## src/rtl/pi_slot_arbiter.sv

```systemverilog
// Pi bus slot arbiter: grants each select window to one requester by
// round-robin, drives the memory address/data/write-enable for that slot,
// issues a single memory strobe and acknowledges the requester at slot end.
module pi_slot_arbiter #(
  parameter int unsigned NUM_REQ    = 2,
  parameter int unsigned ADDR_WIDTH = 17,
  parameter int unsigned DATA_WIDTH = 8
) (
  input  logic                             clk16,
  input  logic                             reset,
  input  logic                             slot_select,
  input  logic                             slot_enable,
  input  logic [NUM_REQ-1:0]               req,
  input  logic [NUM_REQ-1:0]               req_we,
  input  logic [NUM_REQ*ADDR_WIDTH-1:0]    req_addr,
  input  logic [NUM_REQ*DATA_WIDTH-1:0]    req_wdata,
  output logic [NUM_REQ-1:0]               ack,
  output logic [DATA_WIDTH-1:0]            rdata,
  output logic [ADDR_WIDTH-1:0]            mem_addr,
  output logic [DATA_WIDTH-1:0]            mem_wdata,
  output logic                             mem_we,
  output logic                             mem_strobe,
  input  logic [DATA_WIDTH-1:0]            mem_rdata,
  output logic                             busy
);

  localparam int unsigned IDX_W = (NUM_REQ > 1) ? $clog2(NUM_REQ) : 1;

  typedef enum logic [1:0] {
    IDLE    = 2'd0,
    WAIT_EN = 2'd1,
    STROBED = 2'd2
  } state_t;

  state_t             state;
  logic               sel_q;
  logic               en_q;
  logic [IDX_W-1:0]   rr_ptr;
  logic [IDX_W-1:0]   gnt;
  logic [IDX_W-1:0]   rr_next;

  logic               sel_rise;
  logic               sel_fall;
  logic               en_rise;
  logic               en_fall;
  logic [NUM_REQ-1:0] elig;

  logic               pick_found;
  logic [IDX_W-1:0]   pick_idx;
  logic [IDX_W-1:0]   scan_idx;
  logic [ADDR_WIDTH-1:0] pick_addr;
  logic [DATA_WIDTH-1:0] pick_wdata;
  logic               pick_we;

  assign sel_rise = slot_select & ~sel_q;
  assign sel_fall = ~slot_select & sel_q;
  assign en_rise  = slot_enable & ~en_q;
  assign en_fall  = ~slot_enable & en_q;

  // A requester being acknowledged this cycle is not eligible again yet
  assign elig = req & ~ack;

  // Pointer advances past the requester that was just served
  assign rr_next = (gnt == IDX_W'(NUM_REQ - 1)) ? '0 : gnt + IDX_W'(1);

  // Window edge detection registers
  always_ff @(posedge clk16 or posedge reset) begin
    if (reset) begin
      sel_q <= 1'b0;
      en_q  <= 1'b0;
    end else begin
      sel_q <= slot_select;
      en_q  <= slot_enable;
    end
  end

  // Round-robin scan starting at rr_ptr, ascending with wrap
  always_comb begin
    pick_found = 1'b0;
    pick_idx   = '0;
    scan_idx   = '0;
    pick_addr  = '0;
    pick_wdata = '0;
    pick_we    = 1'b0;
    for (int unsigned k = 0; k < NUM_REQ; k++) begin
      scan_idx = IDX_W'((32'(rr_ptr) + k) % NUM_REQ);
      if (!pick_found && elig[scan_idx]) begin
        pick_found = 1'b1;
        pick_idx   = scan_idx;
        pick_addr  = req_addr[scan_idx*ADDR_WIDTH +: ADDR_WIDTH];
        pick_wdata = req_wdata[scan_idx*DATA_WIDTH +: DATA_WIDTH];
        pick_we    = req_we[scan_idx];
      end
    end
  end

  // Slot state machine with registered memory-side and requester-side outputs
  always_ff @(posedge clk16 or posedge reset) begin
    if (reset) begin
      state      <= IDLE;
      rr_ptr     <= '0;
      gnt        <= '0;
      ack        <= '0;
      rdata      <= '0;
      mem_addr   <= '0;
      mem_wdata  <= '0;
      mem_we     <= 1'b0;
      mem_strobe <= 1'b0;
      busy       <= 1'b0;
    end else begin
      ack        <= '0;
      mem_strobe <= 1'b0;

      // Pointer moves in the ack cycle so a grant in that same cycle uses the old value
      if (|ack) begin
        rr_ptr <= rr_next;
      end

      case (state)
        IDLE: begin
          if (sel_rise && pick_found) begin
            gnt       <= pick_idx;
            mem_addr  <= pick_addr;
            mem_wdata <= pick_wdata;
            mem_we    <= pick_we;
            busy      <= 1'b1;
            state     <= WAIT_EN;
          end
        end

        WAIT_EN: begin
          if (sel_fall) begin
            // Window closed before the strobe: request remains pending
            busy  <= 1'b0;
            state <= IDLE;
          end else if (en_rise) begin
            mem_strobe <= 1'b1;
            state      <= STROBED;
          end
        end

        STROBED: begin
          if (en_fall && !mem_we) begin
            rdata <= mem_rdata;
          end
          if (sel_fall) begin
            ack   <= NUM_REQ'(1) << gnt;
            busy  <= 1'b0;
            state <= IDLE;
          end
        end

        default: begin
          state <= IDLE;
        end
      endcase
    end
  end

endmodule

```

## config.mk

```make
export PLATFORM = sky130hd
export DESIGN_NAME = pi_slot_arbiter
export DESIGN_NICKNAME = d
export VERILOG_FILES = /design/src/rtl/pi_slot_arbiter.sv
export SDC_FILE = /design/constraint.sdc
export NUM_CORES = 1
export LEC_CHECK = 0
export CELL_PAD_IN_SITES_DETAIL_PLACEMENT = 2
export CELL_PAD_IN_SITES_GLOBAL_PLACEMENT = 2
export CORE_MARGIN = 5
export CORE_UTILIZATION = 26
export CTS_CLUSTER_DIAMETER = 30
export DETAILED_ROUTE_END_ITERATION = 8
export PLACE_DENSITY = 0.95
export SYNTH_ARGS = -nofsm -noshare
export SYNTH_HDL_FRONTEND = slang
export SYNTH_SLANG_ARGS = --single-unit
export TNS_END_PERCENT = 100
```

## constraint.sdc

```tcl
create_clock -name clk16 -period 2.81 [get_ports clk16]
set_input_delay 0.562 -clock clk16 [delete_from_list [all_inputs] [get_ports clk16]]
set_output_delay 0.562 -clock clk16 [all_outputs]
set_load 0.05 [all_outputs]
```

==> flow_metrics.tcl <==
set metrics [dict create \
    wire_per_inst_um 16.9 \
    h-tree-depth 2 \
    synthCells 180 \
    die_h_um 102 \
    max_stage_delay_ns 0.84 \
    gp_congestion 0.696 \
    cts_made_buffers 5 \
    grt_pass1_vias 2077 \
    syn_to_final_growth_pct 54.2 \
    peakVddDrop_v 0.000341 \
    cts_tree "done" \
    final.setup.tns_ns 0 \
    min_period_ns 2.13 \
    min_period_over_period_pct 75.8 \
    dr_wl_met2_mm 3.57 \
    p_switching_uw 1790 \
    synth_edf_count 0 \
    grt_overflow 0 \
    wirelength_met1_mm 2.43 \
    clk_pin_slew_ns 0.08 \
    path_cells "clkdlybuf4s50_1" \
    worst_slew_pin_slew_ns 0.531 \
    ant_nets 0 \
    pwr_density_cell_mw_per_mm2 1090 \
    fin_ws_ns 0.679 \
    async_flop_share_pct 100 \
    dr_wl_met3_um 533 \
    slew_headroom_pct 64.5 \
    internal_power_uw 1890 \
    hold_viol_final 0 \
    final_cell_mix "clkdlybuf4s50_1 (103), dfrtp_1 (44), nor2_1 (30), a22oi_2 (18), a21oi_2 (18)" \
    slew_violations 0 \
    core_area_mm2 0.00822 \
    skew_ns 0.00699 \
    synth_fp_nets 250 \
    layout_commonest_cell "clkdlybuf4s50_1" \
    cp.arrival_ns 1.57 \
    place_ws_ns 0.539 \
    die_area_mm2 0.0103 \
    start_util_pct 26.6 \
    dpl.hpwl_mm 5.35 \
    topRoutingLayerUsed "met4" \
    clkLatencyLatePin_ns 0.29 \
    worst-endpoint-required_ns 2.25 \
    synth-seq-area-share_pct 50.5 \
    drv_cap 0 \
    hp-class "reg2reg" \
    cts_buffer_depth 2 \
    yosysUniqueCellTypes 34 \
    first_pass_iters 3 \
    grt_pass1_wl_mm 10.6 \
    num_rows 33 \
    outcome "complete, no violations" \
    root_buffer "clkbuf_8" \
    switching_share_pct 48.6 \
    critPathMaxFanout 3 \
    p_seq_share_pct 29.4 \
    cellLeakagePower_uw 0.00133 \
    routed_wl_mm 6.59 \
    antenna_found_initial 0 \
    pwr-share-clk_pct 11.2 \
    io_buffers 103 \
    syn_avg_cell_area_um2 12.1 \
    fin_nets 354 \
    rsz0062_at_grt "no" \
    antennaDiodeCount 0 \
    setup_viol 0 \
    drt_iter0_drc 21 \
    worstSetupPathType "reg2out" \
    cp-end-kind "output port" \
    track_usage_pct 13.2 \
    fmax_mhz 469 \
    synth-seq-cells 44 \
    synth_ff_type "dfrtp_1" \
    final_layout_size_suffix_gt1_share_pct 22.8 \
    start_kind "flip-flop" \
    die_x_um 102 \
    vias_per_cell 4.60 \
    synth_area_mm2 0.00218 \
    crit_buf_inv 1 \
    combPwrFrac_pct 59.4 \
    cp_slowest_cell "clkdlybuf4s50_1" \
    grt_max_degree 35 \
    clock-sinks 44 \
    postCtsSetupBuffers 0 \
    drcViolationCount 0 \
    yosys_warnings 0 \
    cp_top_family "buffers and inverters" \
    hold_buffers 0 \
    pin_count 104 \
    num_vias 1793 \
    post_cts_resized 0 \
]
metrics by stage:
step,cell area [um2],hold slack [ns],cells,total power [uW],util [%]
finish,3370,0.511,390,3670,41.0
global route,3370,0.541,390,3890,41.0
CTS,3370,0.522,390,3740,41.0
detailed placement,3270,0.503,382,3320,39.8
global placement,3270,0.474,382,3220,39.8
floorplan,2180,0.430,180,2530,-
Yosys cell counts (all sizes together) (2+ instances only):
cell,n,area share (%)
dfrtp,44,50
nor2,30,5.2
a21oi,29,10
a22oi,25,13
buf,12,5.3
mux2,10,5.3
ha,4,2.3
inv,3,0.52
nand2,3,0.52
nor2b,3,1.2
nand2b,2,0.92
o21ai,2,0.46
path summary, 6_finish.rpt:
kind                       startpoint            to  slack [ns]  cells past startpoint
max                            ack[1]        ack[1]        0.68                      1
min reg2reg                       gnt        ack[0]        0.51                      1
min in group asynchronous       reset  mem_wdata[7]        0.59                      2
max in group asynchronous       reset        mem_we        1.54                      3
min                               gnt        ack[0]        0.51                      1
max reg2reg                  state[0]  mem_wdata[1]        1.06                      6
registers in the layout (all words and copies together) (netlist names):
signal	count
en_q	1
rr_ptr	1
rdata	8
busy	1
mem_addr	17
mem_we	1
ack	2
mem_strobe	1
state	2
mem_wdata	8
gnt	1
sel_q	1
power by group through the flow:
| stage | logic, uW | registers (uW) | clock network (uW) |
|---|---|---|---|
| after floorplan | 582 | 1950 | 0 |
| after global placement | 2150 | 1070 | 0 |
| after detailed placement | 2210 | 1100 | 0 |
| after CTS | 2220 | 1090 | 435 |
| after global routing | 2310 | 1120 | 463 |
| final | 2180 | 1080 | 411 |
per-layer routing:
metal  vias up  GRT usage (%)
li1        851              -
met1       876           14.0
met2        61           24.8
met3         5           4.75
met4         0           3.07
met5         -              0
kinds of logic (layout without fill, tap and decap cells):
family,count (synthesis),count (layout),synth area share (%)
DFF,44,44,50.5
buffers and inverters,15,120,5.85
muxes,10,10,5.33
adders and majority gates,4,4,2.29
AOI/OAI and AO/OA,62,62,25.8
and+or+nand+nor,45,45,10.3
area by class of cell:
type | instances | area, um2
Fill cell | 870 | 4850
Sequential cell | 44 | 1100
Timing Repair Buffer | 109 | 1080
Multi-Input combinational cell | 121 | 953
Tap cell | 105 | 131
Clock buffer | 6 | 82.6
Inverter | 3 | 11.3
Clock inverter | 2 | 10.0
No activity file was read; power rests on OpenSTA's default activity.
